<file path="config.mk">
export PLATFORM = sky130hd
export DESIGN_NAME = pcie_tx_block_feeder
export DESIGN_NICKNAME = d
export VERILOG_FILES = /design/src/rtl/pcie_phy_pkg.sv /design/src/rtl/pcie_tx_blk_fifo.sv /design/src/rtl/pcie_tx_block_feeder.sv
export SDC_FILE = /design/constraint.sdc
export NUM_CORES = 1
export LEC_CHECK = 0
export BUFFER_PORTS_ARGS = -buffer_cell sky130_fd_sc_hd__buf_2
export CAP_MARGIN = 40
export CORE_MARGIN = 2
export CORE_UTILIZATION = 58
export CTS_CLUSTER_SIZE = 28
export DETAILED_ROUTE_END_ITERATION = 10
export GPL_ROUTABILITY_DRIVEN = 0
export PLACE_DENSITY = 0.9
export SYNTH_ARGS = -nofsm -noshare
export SYNTH_HDL_FRONTEND = slang
export SYNTH_SLANG_ARGS = --single-unit
export TNS_END_PERCENT = 100
</file>
<file path="constraint.sdc">
create_clock -name clk -period 16.6 [get_ports clk]
set_input_delay 3.32 -clock clk [delete_from_list [all_inputs] [get_ports clk]]
set_output_delay 3.32 -clock clk [all_outputs]
set_load 0.02 [all_outputs]
</file>
<file path="src/rtl/pcie_phy_pkg.sv">
// rtl/pcie_phy_pkg.sv - shared constants and types for the PCIe TX PHY blocks
package pcie_phy_pkg;

  localparam int PAYLOAD_W_DEFAULT = 128;

  localparam logic [1:0] SYNC_DATA = 2'b10;
  localparam logic [1:0] SYNC_OS   = 2'b01;

  typedef enum logic [1:0] {
    ST_OFF   = 2'd0,
    ST_PRIME = 2'd1,
    ST_RUN   = 2'd2
  } feeder_state_t;

endpackage

</file>
<file path="src/rtl/pcie_tx_blk_fifo.sv">
// rtl/pcie_tx_blk_fifo.sv - two-entry block FIFO with registered occupancy count
module pcie_tx_blk_fifo #(
  parameter int WIDTH = 129
) (
  input  logic             clk,
  input  logic             reset,
  input  logic             push,
  input  logic [WIDTH-1:0] push_data,
  input  logic             pop,
  output logic [WIDTH-1:0] head,
  output logic [1:0]       count
);

  logic [WIDTH-1:0] mem [2];
  logic             wr_ptr;
  logic             rd_ptr;
  logic             do_push;
  logic             do_pop;

  // Requests that would overflow or underflow are ignored.
  assign do_push = push && (count != 2'd2);
  assign do_pop  = pop && (count != 2'd0);
  assign head    = mem[rd_ptr];

  // Storage is not reset; only the pointers and count define validity.
  always_ff @(posedge clk) begin
    if (do_push) begin
      mem[wr_ptr] <= push_data;
    end
  end

  // Pointer and occupancy bookkeeping.
  always_ff @(posedge clk) begin
    if (reset) begin
      wr_ptr <= 1'b0;
      rd_ptr <= 1'b0;
      count  <= 2'd0;
    end else begin
      if (do_push) wr_ptr <= ~wr_ptr;
      if (do_pop)  rd_ptr <= ~rd_ptr;
      case ({do_push, do_pop})
        2'b10:   count <= count + 2'd1;
        2'b01:   count <= count - 2'd1;
        default: count <= count;
      endcase
    end
  end

endmodule

</file>
<file path="src/rtl/pcie_tx_block_feeder.sv">
// rtl/pcie_tx_block_feeder.sv - feeds sync-headed 130-bit blocks to the TX serializer
module pcie_tx_block_feeder
  import pcie_phy_pkg::*;
#(
  parameter int PAYLOAD_W = PAYLOAD_W_DEFAULT,
  parameter int BLOCK_W   = PAYLOAD_W + 2
) (
  input  logic                 clk,
  input  logic                 reset,
  input  logic                 en,
  input  logic [PAYLOAD_W-1:0] s_data,
  input  logic                 s_os,
  input  logic                 s_valid,
  output logic                 s_ready,
  output logic [BLOCK_W-1:0]   blk_data,
  output logic                 blk_load,
  output logic [7:0]           blk_cnt,
  output logic                 idle_inserted,
  output logic [15:0]          underrun_cnt
);

  localparam logic [7:0]         CNT_LAST   = 8'(BLOCK_W - 1);
  localparam logic [BLOCK_W-1:0] IDLE_BLOCK = {SYNC_DATA, {PAYLOAD_W{1'b0}}};

  feeder_state_t      state;
  feeder_state_t      state_next;
  logic               load;
  logic               push;
  logic               pop;
  logic               fifo_empty;
  logic [1:0]         fifo_count;
  logic [PAYLOAD_W:0] fifo_head;

  // Ready depends only on the registered count, so a pop never opens a full FIFO early.
  assign s_ready    = (fifo_count < 2'd2);
  assign push       = s_valid && s_ready;
  assign fifo_empty = (fifo_count == 2'd0);
  assign pop        = load && !fifo_empty;

  pcie_tx_blk_fifo #(
    .WIDTH(PAYLOAD_W + 1)
  ) u_fifo (
    .clk      (clk),
    .reset    (reset),
    .push     (push),
    .push_data({s_os, s_data}),
    .pop      (pop),
    .head     (fifo_head),
    .count    (fifo_count)
  );

  // State register.
  always_ff @(posedge clk) begin
    if (reset) begin
      state <= ST_OFF;
    end else begin
      state <= state_next;
    end
  end

  // Next state and load decision; a load lands on every edge that makes blk_cnt 0 in RUN.
  always_comb begin
    state_next = state;
    load       = 1'b0;
    case (state)
      ST_OFF: begin
        if (en) state_next = ST_PRIME;
      end
      ST_PRIME: begin
        if (en) begin
          state_next = ST_RUN;
          load       = 1'b1;
        end else begin
          state_next = ST_OFF;
        end
      end
      ST_RUN: begin
        if (blk_cnt == CNT_LAST) begin
          if (en) load = 1'b1;
          else    state_next = ST_OFF;
        end
      end
      default: state_next = ST_OFF;
    endcase
  end

  // Bit-time counter, registered block output, pulses and underrun statistics.
  always_ff @(posedge clk) begin
    if (reset) begin
      blk_cnt       <= 8'd0;
      blk_data      <= '0;
      blk_load      <= 1'b0;
      idle_inserted <= 1'b0;
      underrun_cnt  <= 16'd0;
    end else begin
      blk_load      <= load;
      idle_inserted <= load && fifo_empty;
      if (state == ST_RUN && blk_cnt != CNT_LAST) begin
        blk_cnt <= blk_cnt + 8'd1;
      end else begin
        blk_cnt <= 8'd0;
      end
      if (load) begin
        if (fifo_empty) begin
          blk_data <= IDLE_BLOCK;
          if (underrun_cnt != 16'hFFFF) underrun_cnt <= underrun_cnt + 16'd1;
        end else begin
          blk_data <= {(fifo_head[PAYLOAD_W] ? SYNC_OS : SYNC_DATA), fifo_head[PAYLOAD_W-1:0]};
        end
      end
    end
  end

endmodule
</file>
==> out/results.tsv, run 1 <==
metric	value	unit
period utilization	32.2	%
clk slew on worst S/H paths	0.06	ns
post_cts resized	0	
clock buffer count from CTS	41	
sequential power share	52.8	%
Ports	290	
DR pass1 iterations	7	
number of global-route vias before repair	10400	
HP Class	register to register	
Final HPWL DP	21300	µm
synthesized cell area	15700	µm²
Detailed Route WL	35600	µm
Final #Nets	1582	
r2r worst-path depth	6	
commonest non-fill, non-tap cell in the layout	buf_2	
WS Path Type	input port to register	
number of synthesized register bits	421	
drt initial violations	1015	
initial core utilization	58.6	%
RR Endpoint	blk_data[19]	
worst hold margin	0.446	ns
DRT antenna net count	0	
worst-margin pin slew	0.923	ns
grt ovf	0	
Clk Latency, worst-skew pair	0.52	ns
R2R Setup Slk	13.31	ns
Hold Crit Depth	2	
commonest cells after routing, fill and taps aside	288 x buf_2, 258 x edfxtp_1, 162 x dfxtp_1, 139 x nand3_1, 136 x a21oi_1	
Core Region	26700	µm²
initial antenna violation count	13	
Logic pwr share	7.1	%
port buffer count	289	
Clock Skew	0.0163	ns
DIE WIDTH	168	µm
CTS sink cnt	421	
H-Tree Depth	2	
first-pass GRT wire length	54900	µm
relative slew slack	38.5	%
Crit Path Max Fanout	76	
Final min period	5.35	ns
hold buffer count at CTS	0	
Pint	1760	µW
count of pins over their slew limit	0	
area grow syn2layout	20.1	%
design area	18800	µm²
Max Cap Viol	0	
Yosys warning total	0	
share of cells above drive strength 1	34.9	%
post-synthesis net count	1320	
placed instance area	17500	µm²
pwr/cell area	120	nW/µm²
WP data arrival	5.79	ns
drc violations	0	
Fin. Hold Viols	0	
Hold EP	blk_data[106]	
endpoint type of the worst setup path	register	
RSZ-0062 raised after global routing	false	
maximum clock insertion buffer count	3	
final setup fails	0	
Reg-to-Reg Start	blk_cnt[4]	
largest net degree at the start of global routing	83	
Total GRT Usage	24.4	%
post-synth cell types	37	
Post-Route Setup TNS	0	ns
Root Buffer	clkbuf_16	
routed len/inst	19.5	µm
Critical Path RT	17.04	ns
number of vias per cell	5.80	
die height	168	µm
sw frac	22.3	%
Clk pwr share	40.1	%
total vias in the final route	10600	
Post CTS Setup Buffer Count	0	
P_sw	502	µW
Max Fclk	0.187	GHz
outcome	finished clean	
CTS tree	yes	
Static Leak	0.00696	µW
die area	28300	µm²
post-synthesis area per instance	13.3	µm²
placement row count	60	
post-synthesis cell count	1180	
Seq/Total Area, Yosys	70.3	%
VDD IR max	0.105	mV
worst hold start	blk_data[106]	
Worst setup SP type	input port	
registers in the layout, summed over array words and instances (netlist names), named ones only:
| signal | count |
|---|---|
| underrun_cnt | 16 |
| blk_load | 1 |
| u_fifo.count | 2 |
| state | 2 |
| idle_inserted | 1 |
| blk_cnt | 8 |
| u_fifo.wr_ptr | 1 |
| u_fifo.rd_ptr | 1 |
| blk_data | 130 |
| u_fifo.mem | 258 |
synth_stat cells (all sizes together):
library cell / number / share of area, %
edfxtp: 258 / 49
nor2b: 14 / 0.56
nand4: 6 / 0.24
a21oi: 136 / 4.3
nor2: 29 / 0.69
nand2: 134 / 3.2
dfxtp: 163 / 21
and3: 6 / 0.24
a311oi: 1 / 0.056
mux2: 141 / 10
nand2b: 2 / 0.080
xnor2: 3 / 0.17
clkbuf: 66 / 1.6
nor3: 5 / 0.16
o31ai: 2 / 0.096
nand3b: 1 / 0.048
and4: 4 / 0.22
ha: 7 / 0.56
o31a: 2 / 0.11
xor2: 6 / 0.34
and2: 2 / 0.080
buf: 20 / 0.69
mux2i: 2 / 0.13
or3: 4 / 0.16
nor4b: 1 / 0.056
inv: 6 / 0.14
o21ai: 3 / 0.096
nor4: 13 / 0.84
o41a: 1 / 0.072
or2: 1 / 0.040
nand3: 139 / 4.4
or4: 2 / 0.12
metrics by stage:
stage               std cells  setup WS (ns)  total power [µW]  utilization, %
global placement         1734          10.94              1360            64.7
finish                   1826          11.25              2260            70.4
detailed placement       1740          10.97              1370            65.3
CTS                      1814          11.39              2270            70.3
floorplan                1180           7.20              1320               -
global route             1824          11.14              2320            70.4
metal layers:
layer	track usage (%)	vias up	wire length [µm]
li1	-	4836	-
met1	31.5	5201	14000
met2	40.1	456	17600
met3	5.10	96	2700
met4	11.2	6	1320
met5	0	-	41
worst max path at each step:
stage                        to  depth (start not counted)     from
3_5_place_dp       blk_data[19]                          7       en
5_1_grt            blk_data[19]                          7       en
6_report           blk_data[19]                          7       en
2_1_floorplan  u_fifo.mem[0][0]                          2  s_valid
4_1_cts            blk_data[19]                          7       en
3_3_place_gp    u_fifo.count[1]                          8       en
power by group through the flow:
stage	sequential, µW	combinational [µW]	clock (µW)
6_report	1190	161	905
5_1_grt	1200	174	954
4_1_cts	1190	161	915
3_5_place_dp	1210	160	0
3_3_place_gp	1210	146	0
2_1_floorplan	1220	93.9	0
critical path, stage by stage:
cell,delay [ns]
buf_2,0.13
nand3_1,0.14
o31ai_4,0.19
buf_4,0.52
buf_4,0.76
nand3_1,0.30
a21oi_1,0.27
area by class of cell:
| type | count | area (µm²) |
|---|---|---|
| timing repair buffer | 305 | 1690 |
| sequential | 421 | 11000 |
| multi-input combinational | 667 | 4310 |
| inverter | 6 | 22.5 |
| fill | 1706 | 7910 |
| clock inverter | 19 | 123 |
| antenna | 12 | 30.0 |
| clock buffer | 55 | 1200 |
| tap | 341 | 427 |
cells by family (layout without fill, tap and decap cells):
group	count (synthesis)	count (layout)	synth area share [%]
flip-flops	421	421	70.3
AND/OR/NAND/NOR	363	363	11.2
AO/OA/AOI/OAI	145	145	4.78
multiplexers	143	143	10.3
buffers and inverters	92	385	2.42
XOR/XNOR	9	9	0.503
adder cells (fa/ha/maj)	7	7	0.559
other	0	12	0
Power figures use the tool's default switching activity.
==> run 2: changes to the inputs <==
Settings changed: CORE_UTILIZATION 58 to 50, PLACE_DENSITY 0.9 to 0.83.
Clock period 16.6 ns to 4.6 ns, I/O delays scaled along.
==> run 2 against run 1 <==
  * Sequential power increased to 3.6 times the previous value
  * Sequential share of layout area down 0.62 points
  * Total power grew to 3.7 times the previous value
  * Clock skew increased by 0.0072 ns
  * Global-route usage shrank 2.9 points
  * Clock power rose to 3.9 times the previous value
  * Routed wire length rose by 0.19%
==> out/results.tsv, run 2 (synthesis gave the netlist of run 1 again) <==
metric	value	unit
Max Cap Viol	0	
placement row count	64	
Seq. cell area	11000	µm²
multi-input logic area	4310	µm²
first-pass GRT wire length	56600	µm
Detailed Route WL	35700	µm
endpoint type of the worst setup path	register	
clk slew on worst S/H paths	0.06	ns
CTS sink cnt	421	
final setup fails	0	
outcome	finished clean	
commonest non-fill, non-tap cell in the layout	buf_2	
hold buffer count at CTS	0	
Clk Latency, worst-skew pair	0.53	ns
Post-Route Setup TNS	0	ns
Clock Skew	0.0235	ns
DRT antenna net count	0	
post_cts resized	0	
Fillers	2354	
area grow syn2layout	21.4	%
RSZ-0062 raised after global routing	false	
WS Path Type	register to register	
relative slew slack	48.1	%
H-Tree Depth	2	
Crit Path Max Fanout	51	
CTS tree	yes	
routed len/inst	19.0	µm
Max Fclk	0.371	GHz
Critical Path RT	5.05	ns
die area	32800	µm²
initial core utilization	50.9	%
number of vias per cell	5.56	
worst-margin pin slew	0.778	ns
Root Buffer	clkbuf_16	
Static Leak	0.00702	µW
max reg flops	258	
commonest cells after routing, fill and taps aside	288 x buf_2, 258 x edfxtp_1, 162 x dfxtp_1, 139 x nand3_1, 136 x a21oi_1	
biggest regs	u_fifo.mem: 258 flops, blk_data: 130 flops, underrun_cnt: 16 flops	
drc violations	0	
largest net degree at the start of global routing	130	
register with the most flip-flops	u_fifo.mem	
Logic pwr share	7.1	%
grt ovf	0	
maximum clock insertion buffer count	3	
period utilization	58.5	%
DR pass1 iterations	5	
sequential power share	51.2	%
number of global-route vias before repair	10800	
Clk pwr share	41.8	%
VDD IR max	0.343	mV
Final WS setup	1.91	ns
Ports	290	
Final min period	2.69	ns
DIE WIDTH	181	µm
die height	181	µm
placed cell count	1793	
share of cells above drive strength 1	35.2	%
sw frac	22.0	%
HP Class	register to register	
Final #Nets	1582	
clock buffer count from CTS	43	
count of pins over their slew limit	0	
total vias in the final route	10500	
Post CTS Setup Buffer Count	0	
Core Region	30700	µm²
Worst setup SP type	register	
Fin. Hold Viols	0	
pwr/cell area	442	nW/µm²
P_sw	1850	µW
port buffer count	289	
initial antenna violation count	9	
Total GRT Usage	21.5	%
Pint	6550	µW
Final HPWL DP	21300	µm
Layout Cells excl Fill	1880	
DP Worst Slack	1.68	ns
WP data arrival	3.14	ns
drt initial violations	731	
run 2: cell types whose count changed in the layout (fill, tap and decap cells not counted), moves of 2 or more:
cell and delta:
diode_2 -4, clkinvlp_4 -3, buf_12 +6, buf_16 -2
clkinv_2 +4, clkinv_1 -5, buf_4 -6, bufinv_16 +3
clkbuf_1 +3
run 2: per-stage QoR:
| step | area (µm²) | hold slack [ns] | util, % | total power [µW] |
|---|---|---|---|---|
| after global routing | 19000 | 0.465 | 61.8 | 8690 |
| final | 19000 | 0.448 | 61.8 | 8400 |
| after CTS | 19000 | 0.449 | 61.8 | 8470 |
| after global placement | 17400 | 0.435 | 56.7 | 4920 |
| after detailed placement | 17600 | 0.442 | 57.1 | 4970 |
| after floorplan | 15700 | 0.470 | - | 4730 |
run 2: critical path, cell delays in order, from the launching register on:
cell and delay (ns):
dfxtp_1 0.36, inv_1 0.09, ha_1 0.33, nand3_1 0.15, o31a_2 0.67, buf_4 0.61, nand2_1 0.16, a21oi_1 0.20
run 2: power groups by stage:
stage,Sequential [µW],Combinational [µW],Clock (µW)
final,4300,595,3510
after global routing,4310,649,3730
after CTS,4300,600,3570
after detailed placement,4380,598,0
after global placement,4360,557,0
after floorplan,4390,340,0
run 2: cell type report:
class	instances	share of cell area, %
repair buffers	303	9.01
well taps	396	2.61
clock buffers	59	6.46
multi-input cells	667	22.6
flip-flops and latches	421	57.9
clock inverters	20	1.15
diodes	8	0.105
inverters	6	0.118
run 2: worst paths after layout:
path	startpoint	cells after the start	endpoint	slack [ns]
worst max-delay path	state[0]	7	blk_data[91]	1.91
worst min-delay path	blk_data[44]	2	blk_data[44]	0.45
worst max register to register	state[0]	7	blk_data[91]	1.91
worst min register to register	blk_data[44]	2	blk_data[44]	0.45
run 2: routing by layer:
| metal | vias to the layer above | part of all wire, % | GRT usage [%] |
|---|---|---|---|
| li1 | 4833 | - | - |
| met1 | 5153 | 40 | 26.8 |
| met2 | 397 | 50 | 37.2 |
| met3 | 72 | 7.5 | 5.08 |
| met4 | 2 | 2.3 | 7.02 |
| met5 | - | 0.020 | 0 |
